===== src/rtl/instr_exec_unit.sv =====
// instr_exec_unit: decode/execute stage fed by the instruction fetch unit.
// Executes 4-bit codes ([3:2] opcode, [1:0] register index) on a 4-entry
// register file. INC/ADD/SHL finish in one cycle. MUL is a shift-add
// multiplier that takes DATA_W steps, and Stall holds fetch while it runs.
// Optional build macro IEU_RETIRE_COUNT_EN adds a 16-bit retired-instruction
// counter. Without it, Retire_Count is tied to zero.
module instr_exec_unit #(
   parameter int DATA_W = 8
) (
   input  logic              CLOCK,
   input  logic              RESET,
   input  logic [3:0]        Instruction_Code,
   input  logic              Instr_Valid,
   output logic              Stall,
   output logic              Retire,
   output logic              Zero_Flag,
   output logic              Carry_Flag,
   input  logic [1:0]        Dbg_Sel,
   output logic [DATA_W-1:0] Dbg_Data,
   output logic [15:0]       Retire_Count
);

   localparam int CNT_W = $clog2(DATA_W + 1);

   localparam logic [1:0] OP_INC = 2'b00;
   localparam logic [1:0] OP_ADD = 2'b01;
   localparam logic [1:0] OP_SHL = 2'b10;
   localparam logic [1:0] OP_MUL = 2'b11;

   typedef enum logic {
      ST_RUN      = 1'b0,
      ST_MUL_BUSY = 1'b1
   } state_t;

   // Architectural state
   logic [DATA_W-1:0]   rf_q [4];
   logic                d_valid_q;
   logic [3:0]          d_code_q;
   state_t              state_q;
   logic                retire_q;
   logic                zero_q;
   logic                carry_q;

   // Multiplier working registers
   logic [2*DATA_W-1:0] mcand_q;
   logic [DATA_W-1:0]   mplier_q;
   logic [2*DATA_W-1:0] acc_q;
   logic [CNT_W-1:0]    cnt_q;

   // Decode of the D register
   logic [1:0]          d_op;
   logic [1:0]          d_r;
   logic                stall_w;
   logic                mul_last;
   logic                mul_start;
   logic                exec_single;
   logic                accept;
   logic                retire_d;

   // Single-cycle ALU results
   logic [DATA_W-1:0]   opnd;
   logic [DATA_W:0]     sum_ext;
   logic [DATA_W-1:0]   alu_res;
   logic                alu_carry;
   logic [1:0]          wr_idx;

   // One shift-add step of the multiplier
   logic [2*DATA_W-1:0] acc_step;
   logic [DATA_W-1:0]   mul_res;
   logic                mul_carry;

   // Decode and handshake. The final MUL step frees D, so the code that fetch
   // has been holding is accepted at that same edge.
   always_comb begin
      d_op        = d_code_q[3:2];
      d_r         = d_code_q[1:0];
      stall_w     = d_valid_q && (d_op == OP_MUL);
      mul_last    = (state_q == ST_MUL_BUSY) && (cnt_q == CNT_W'(DATA_W - 1));
      mul_start   = (state_q == ST_RUN) && stall_w;
      exec_single = (state_q == ST_RUN) && d_valid_q && (d_op != OP_MUL);
      accept      = Instr_Valid && (!stall_w || mul_last);
      retire_d    = exec_single || mul_last;
   end

   // Single-cycle ALU. Operands are read from the register file as it stands
   // at the execute edge, so dependent back-to-back ops need no forwarding.
   always_comb begin
      opnd      = rf_q[d_r];
      sum_ext   = '0;
      alu_res   = '0;
      alu_carry = 1'b0;
      wr_idx    = d_r;
      case (d_op)
         OP_INC: begin
            sum_ext   = {1'b0, opnd} + (DATA_W + 1)'(1);
            alu_res   = sum_ext[DATA_W-1:0];
            alu_carry = sum_ext[DATA_W];
         end
         OP_ADD: begin
            sum_ext   = {1'b0, rf_q[0]} + {1'b0, opnd};
            alu_res   = sum_ext[DATA_W-1:0];
            alu_carry = sum_ext[DATA_W];
            wr_idx    = 2'd0;
         end
         OP_SHL: begin
            alu_res   = {opnd[DATA_W-2:0], 1'b0};
            alu_carry = opnd[DATA_W-1];
         end
         default: begin
            alu_res   = '0;
            alu_carry = 1'b0;
         end
      endcase
   end

   // Multiplier step: add the shifted multiplicand when the current multiplier bit is set
   always_comb begin
      acc_step  = mplier_q[0] ? (acc_q + mcand_q) : acc_q;
      mul_res   = acc_step[DATA_W-1:0];
      mul_carry = |acc_step[2*DATA_W-1:DATA_W];
   end

   // Main sequential block: D register, RUN/MUL_BUSY FSM, writeback and flags
   always_ff @(posedge CLOCK or negedge RESET) begin
      if (!RESET) begin
         for (int i = 0; i < 4; i++) begin
            rf_q[i] <= '0;
         end
         d_valid_q <= 1'b0;
         d_code_q  <= '0;
         state_q   <= ST_RUN;
         retire_q  <= 1'b0;
         zero_q    <= 1'b0;
         carry_q   <= 1'b0;
         mcand_q   <= '0;
         mplier_q  <= '0;
         acc_q     <= '0;
         cnt_q     <= '0;
      end else begin
         retire_q <= 1'b0;

         // D register: load on accept. Otherwise it goes empty once its
         // instruction has left (a bubble). It holds while a MUL is in flight.
         if (accept) begin
            d_valid_q <= 1'b1;
            d_code_q  <= Instruction_Code;
         end else if (!stall_w || mul_last) begin
            d_valid_q <= 1'b0;
         end

         case (state_q)
            ST_RUN: begin
               if (exec_single) begin
                  rf_q[wr_idx] <= alu_res;
                  zero_q       <= (alu_res == '0);
                  carry_q      <= alu_carry;
                  retire_q     <= 1'b1;
               end else if (mul_start) begin
                  mcand_q  <= {{DATA_W{1'b0}}, rf_q[0]};
                  mplier_q <= rf_q[d_r];
                  acc_q    <= '0;
                  cnt_q    <= '0;
                  state_q  <= ST_MUL_BUSY;
               end
            end
            ST_MUL_BUSY: begin
               acc_q    <= acc_step;
               mcand_q  <= {mcand_q[2*DATA_W-2:0], 1'b0};
               mplier_q <= {1'b0, mplier_q[DATA_W-1:1]};
               cnt_q    <= cnt_q + CNT_W'(1);
               if (mul_last) begin
                  rf_q[0]  <= mul_res;
                  zero_q   <= (mul_res == '0);
                  carry_q  <= mul_carry;
                  retire_q <= 1'b1;
                  state_q  <= ST_RUN;
               end
            end
            default: state_q <= ST_RUN;
         endcase
      end
   end

`ifdef IEU_RETIRE_COUNT_EN
   logic [15:0] retire_cnt_q;

   // Retired-instruction counter. It advances at the edge that raises Retire and wraps naturally.
   always_ff @(posedge CLOCK or negedge RESET) begin
      if (!RESET) begin
         retire_cnt_q <= 16'h0000;
      end else if (retire_d) begin
         retire_cnt_q <= retire_cnt_q + 16'h0001;
      end
   end

   assign Retire_Count = retire_cnt_q;
`else
   assign Retire_Count = 16'h0000;
`endif

   assign Stall      = stall_w;
   assign Retire     = retire_q;
   assign Zero_Flag  = zero_q;
   assign Carry_Flag = carry_q;
   assign Dbg_Data   = rf_q[Dbg_Sel];

endmodule


===== config.mk =====
export PLATFORM = sky130hd
export DESIGN_NAME = instr_exec_unit
export DESIGN_NICKNAME = d
export VERILOG_FILES = /design/src/rtl/instr_exec_unit.sv
export SDC_FILE = /design/constraint.sdc
export NUM_CORES = 1
export LEC_CHECK = 0
export ABC_AREA = 1
export CORE_UTILIZATION = 37
export DETAILED_ROUTE_END_ITERATION = 6
export GPL_TIMING_DRIVEN = 1
export RECOVER_POWER = 25
export SYNTH_ARGS = -nofsm -noshare
export SYNTH_HDL_FRONTEND = slang
export SYNTH_SLANG_ARGS = --single-unit

===== constraint.sdc =====
create_clock -name CLOCK -period 2.3 [get_ports CLOCK]
set_clock_uncertainty 0.1 [all_clocks]
set_input_delay 0.345 -clock CLOCK [delete_from_list [all_inputs] [get_ports CLOCK]]
set_output_delay 0.345 -clock CLOCK [all_outputs]
set_load 0.02 [all_outputs]

==> flow_metrics.py, run 1 <==
metrics = {
    "status": {
        "outcome": "complete, but fails checks",
        "violations": "setup timing",
    },
    "cts": {
        "insertion_delay_ps": 350,
        "htreeDepth": 3,
        "tritoncts": "done",
        "cts_buffer_depth": 2,
        "cts.clk_slew.worst_paths_ps": 70,
        "clkSinkCount": 85,
        "cts-buffers-inserted": 9,
        "root_buffer": "clkbuf_16",
    },
    "global_routing": {
        "grtUsageMet3_pct": 2.92,
        "grt_start_max_net_pins": 38,
        "grt_first_pass_wirelength_mm": 27.0,
        "use_met2_pct": 32.5,
        "grt_pass1_vias": 5233,
        "antenna_found_initial": 0,
        "grt.busiest_layer": "met2",
        "met1_usage_pct": 31.1,
        "grtUsageTotal_pct": 21.3,
        "overflow": 0,
    },
    "timing": {
        "fin_crit_sh_pct": 111,
        "fin_ws_ps": -245,
        "clock.fmax_ghz": 0.393,
        "drv_slew": 0,
        "fin_crit_ps": 2550,
        "rsz0062_at_grt": "yes",
        "relSlewSlack_pct": 32.0,
        "finalHoldViolCount": 0,
        "finalSetupTns_ps": -2090,
        "tightest_slew_ps": 1020,
        "setup_violations": 23,
    },
    "synthesis": {
        "synth.distinct_cells": 46,
        "synthCells": 811,
        "synth-seq-cells": 85,
        "syn-cell-area_mm2": 0.00590,
        "ys_warn_count": 0,
        "avgSynthCellArea_um2": 7.28,
        "ys_seq_area_share_pct": 36.0,
        "synth_flop_cell": "dfrtp_1",
        "synthArstFlopShare_pct": 100,
        "synth-edff-count": 0,
    },
    "place": {
        "post_dp_cell_area_mm2": 0.00689,
        "gp_congestion": 0.924,
        "dpl.hpwl_mm": 12.6,
        "io_buffers": 20,
    },
    "power": {
        "power_density_mw_per_mm2": 1520,
        "ir_drop_uv": 693,
        "p_leak_nw": 3.71,
    },
    "final_layout": {
        "antenna_cells": 0,
        "final_common_cell": "nand2_1",
        "fillers": 1496,
        "fin_area_mm2": 0.00753,
        "syn_to_final_growth_pct": 27.5,
        "drive_gt1_share_pct": 24.5,
        "nets": 946,
        "fin_util_pct": 49.0,
        "final_cell_mix": "nand2_1, inv_1, buf_4",
    },
    "worst_setup_path": {
        "critPathMaxFanout": 7,
        "startpoint": "d_code_q[0]",
        "worstPathArrival_ps": 2720,
        "crit_path_end": "Zero_Flag",
        "critical_path_required_ps": 2480,
        "ff2ff_setup_slack_ps": -250,
        "crit_path_start_kind": "flop",
        "end_kind": "flop",
        "timing.rr.end": "Zero_Flag",
        "r2r_start": "d_code_q[0]",
        "rr_worst_depth": 17,
        "path_class": "flop to flop",
    },
    "floorplan": {
        "core_area_mm2": 0.0154,
        "io_pins": 37,
        "die_w_um": 128,
        "die_area_mm2": 0.0165,
        "initial_core_util_pct": 38.4,
        "fp.dieH_um": 128,
        "rows": 45,
    },
    "detailed_routing": {
        "dr.pass1.iters": 5,
        "vias": 5611,
        "drtIter0Drc": 384,
        "antenna_left": 0,
        "drc": 0,
        "viasPerCell": 4.98,
        "wl_per_cell_um": 14.8,
        "finalWirelength_mm": 16.7,
    },
    "worst_hold_path": {
        "hold_class": "flop to flop",
    },
    "run": {
        "max_cap_violations": 0,
    },
}
-- worst min-delay path by stage --
stage	start	endpoint	slack, ps	cells after the start
detailed placement	RESET	Retire	270	1
floorplan	RESET	Carry_Flag	-50	0
global placement	RESET	Retire	250	1
CTS	mplier_q[6]	mplier_q[5]	400	2
finish	mplier_q[6]	mplier_q[5]	400	2
global route	acc_q[5]	acc_q[5]	430	2
-- cells by family (layout without fill, tap and decap cells) --
logic type	Yosys count	after routing	synth area share (%)
mux	5	5	0.954
simple gates	382	382	29.1
xor+xnor	7	7	1.04
compound gates	152	152	15.4
buf+inv	152	241	11.5
fa+ha+maj	27	27	5.98
flops	85	85	36.0
other cells	1	16	0.0635
-- report_power, final --
group	total (mW)	internal (mW)	switching, mW
logic	7.27	3.14	4.13
clock network	1.59	0.953	0.635
registers	2.60	2.11	0.489
total	11.5	6.20	5.26
-- per-stage QoR --
step                std cells  power, mW  hold slack (ps)  setup WS [ps]
global route             1126       12.3              427           -347
global placement         1100       9.04              254           -282
floorplan                 826       6.69            -50.6          -34.6
finish                   1126       11.5              398           -245
CTS                      1124       11.1              399           -231
detailed placement       1100       9.08              269           -342
-- registers in the layout, indices dropped and copies added (netlist names) --
register / count
Zero_Flag: 1
acc_q: 16
d_valid_q: 1
cnt_q: 4
Carry_Flag: 1
mplier_q: 8
rf_q: 32
state_q: 1
d_code_q: 4
Retire: 1
mcand_q: 16
-- layout make-up --
cell class / instances / area [um^2] / share of cell area [%]
multi-input cells: 589 / 3470 / 46.2
flip-flops and latches: 85 / 2130 / 28.3
repair buffers: 112 / 906 / 12.0
inverters: 112 / 428 / 5.69
well taps: 211 / 264 / 3.51
clock buffers: 10 / 229 / 3.04
clock inverters: 6 / 87.6 / 1.16
repair inverters: 1 / 7.51 / 0.0998
-- worst max-delay path, cell delays in order, from the launching register on --
cell and delay, ps:
dfrtp_2 490, clkinvlp_4 190, nand2_1 100, nand3_2 80, nand2_4 80, inv_2 40, ha_4 280, buf_4 140
a21oi_2 60, o21ai_2 60, o21ai_1 80, inv_1 80, nand2_1 80, nor2_2 140, nand3_1 90, nor2_2 130
nand3_2 90, a21oi_2 140
-- timing repair --
item / in CTS / in global routing
endpoints found under the hold margin: 35 / 0
hold buffers: 1 / 0
buffers inserted: 7 / 2
cloned: 1 / 0
pin swaps: 18 / 13
setup endpoints to repair: 31 / 30
resized for setup: 45 / 32
-- synthesized netlist by cell type (all sizes together) (2+ instances only) --
cell	count	share of area [%]
xnor2	6	0.89
inv	112	7.2
nand2	219	15
dfrtp	85	36
o221ai	8	1.2
nor2	78	5.6
and2	4	0.42
o21ai	48	4.1
o211ai	8	1.1
nand3	62	5.9
a22o	5	0.74
or2	5	0.53
fa	2	0.68
mux2	5	0.95
ha	25	5.3
nor3	5	0.95
o22ai	20	2.1
clkbuf	12	0.76
a31oi	15	1.6
nand4	7	0.74
buf	28	3.5
a21oi	44	3.9
-- metal layers --
| metal | part of all wire (%) | vias up |
|---|---|---|
| li1 | - | 2839 |
| met1 | 49 | 2641 |
| met2 | 45 | 116 |
| met3 | 4.3 | 15 |
| met4 | 1.5 | 0 |
| met5 | 0 | - |
No activity file was read; power rests on OpenSTA's default activity.
==> run 2, diff against run 1 <==
CAP_MARGIN = 20   (was unset)
CTS_CLUSTER_SIZE = 16   (was unset)
==> results of run 2 <==
No change in the layout: final DEF, timing and power equal those of run 1.
==> RTL change (settings of run 1) <==
`DATA_W`: 8 -> 32.
--- a/src/rtl/instr_exec_unit.sv
+++ b/src/rtl/instr_exec_unit.sv
@@ -5,7 +5,7 @@
 // Optional build macro IEU_RETIRE_COUNT_EN adds a 16-bit retired-instruction
 // counter. Without it, Retire_Count is tied to zero.
 module instr_exec_unit #(
-   parameter int DATA_W = 8
+   parameter int DATA_W = 32
 ) (
    input  logic              CLOCK,
    input  logic              RESET,
Interface: changed (resized Dbg_Data); port bits go from 37 to 61. The function was not compared with the original's and may differ.
==> RTL change against run 1 <==
The run ends with max-capacitance violations, max-slew violations, negative setup slack left. Sequential power increased to 3.8 times the old value. Worst setup slack got worse by 0.89 ns. Sequential cell count is 218 higher. Die area rose to 4.0 times the old value. Wire length increased to 6.1 times the old value. Hold slack lost 0.13 ns. Critical path depth rose by 10. Via count grew to 5.0 times the old value. Total power rose to 6.0 times the old value. Cell area grew to 5.0 times the old value. Area after synthesis increased to 4.1 times the old value. Clock power grew to 3.8 times the old value. Critical endpoint unchanged. Largest cell class unchanged.
==> RTL change: results (changes against run 1) <==
maxCapViolations: 1  # was 0
nets: 4696  # was 946
htreeDepth: 2  # was 3
numCtsBuffers: 38  # was 9
clk_latency_ns: 0.59  # was 0.35 ns
grt_pass1_wl_mm: 147  # was 27.0 mm
wl_mm: 102  # was 16.7 mm
clock_path_buffers: 3  # was 2
grt_use_met3: 0.0301  # was 0.0292
grt_max_degree: 92  # was 38
netlist-cell-type-count: 54  # was 46
avgViaCountPerCell: 5.12  # was 4.98
tightest_slew_ns: 1.53  # was 1.02 ns
p_leak_nw: 19.2  # was 3.71 nW
yosys-top-cells-count: "1,241 x nand2_1, 547 x inv_1, 450 x nor2_1"  # was 207 x nand2_1, 102 x inv_1, 85 x dfrtp_1
postCtsSetupBuffers: 8  # was 7
met2_wirelength_mm: 49.7  # was 7.48 mm
drt_iter0_drc: 1992  # was 384
critPathTopFamily: "simple AND/OR/NAND/NOR gates"  # unchanged
synth-seq-area-share: 0.312  # was 0.360
largestRegisters: "rf_q (128), acc_q (64), mcand_q (64)"  # was rf_q (32), acc_q (16), mcand_q (16)
io_buffers: 44  # was 20
worstPathArrival_ns: 3.84  # was 2.72 ns
grt_pass1_vias: 26100  # was 5,233
crit_fanout: 8  # was 7
netlist_top_cells_area: "dfrtp_1 31%, nand2_1 19%, inv_1 8.5%, nor2_1 7.0%, nand3_1 5.2%"  # was dfrtp_1 36%, nand2_1 13%, inv_1 6.5%, ha_1 5.3%, nand3_1 4.6%
status: "finished with violations"  # unchanged
hold_path.class: "input port to register"  # was register to register
place_hpwl_mm: 77.2  # was 12.6 mm
setup_violations: 180  # was 23
met1_usage: 0.366  # was 0.311
postSynth.asyncResetShare: 1.00  # unchanged
drive_above_1_share: 0.405  # was 0.245
grt_use_met2: 0.492  # was 0.325
track_usage: 0.283  # was 0.213
met3_length_mm: 4.72  # was 709 um
critPathMaxStageDelay_ns: 0.45  # was 0.49 ns
violations: "max-capacitance violations, max-slew violations, negative setup slack"  # was negative setup slack
max-vdd-ir-drop_uv: 993  # was 693 uV
post_cts_resized: 78  # was 45
place.gp.congestion: 0.990  # was 0.924
dr.pass1.iters: 6  # was 5
wl_met1_mm: 43.2  # was 8.23 mm
fin_ws_ns: -1.13  # was -0.245 ns
finalMaxSlewViolations: 46  # was 0
RTL change: report_power, final:
group          switching [W]  internal [W]
combinational         0.0286        0.0237
sequential           0.00218       0.00775
clock                0.00269       0.00338
total                 0.0335        0.0348
RTL change: kinds of logic after synthesis:
| group | share of synthesized area |
|---|---|
| AND/OR/NAND/NOR | 0.354 |
| flip-flops | 0.312 |
| buffers and inverters | 0.119 |
| adder cells (fa/ha/maj) | 0.0516 |
| multiplexers | 0.0195 |
| XOR/XNOR | 0.00974 |
| other | 0.000154 |
| AO/OA/AOI/OAI | 0.133 |
RTL change: final timing paths:
check                           cells after the start  slack [ns]     endpoint                 from
worst max-delay path                               27       -1.13    Zero_Flag          d_code_q[0]
worst min-delay path                                3        0.27  d_code_q[3]  Instruction_Code[3]
worst max register to register                     27       -1.13    Zero_Flag          d_code_q[0]
worst min register to register                      1        0.40     cnt_q[0]             cnt_q[0]
max in group asynchronous                           3        0.37    acc_q[57]                RESET
min in group asynchronous                           2        0.56     rf_q[41]                RESET
RTL change: stage by stage:
| step | cell area [um2] | instances | worst slack [ns] | setup TNS, ns | hold WS [ns] |
|---|---|---|---|---|---|
| after floorplan | 25000 | 3842 | -0.756 | -31.66 | -0.0506 |
| after global routing | 38000 | 5472 | -1.28 | -120.38 | 0.282 |
| after CTS | 33200 | 5397 | -1.01 | -103.24 | 0.158 |
| after detailed placement | 31600 | 5319 | -1.15 | -108.67 | 0.202 |
| final | 38000 | 5472 | -1.13 | -97.63 | 0.273 |
| after global placement | 31600 | 5319 | -1.13 | -107.15 | 0.201 |
RTL change: cell type report:
class / count / area [um2]
flip-flops and latches: 303 / 7590
multi-input cells: 2817 / 18500
inverters: 578 / 2200
repair buffers: 850 / 7430
clock buffers: 49 / 1040
clock inverters: 20 / 175
well taps: 855 / 1070
fillers: 5966 / 26700
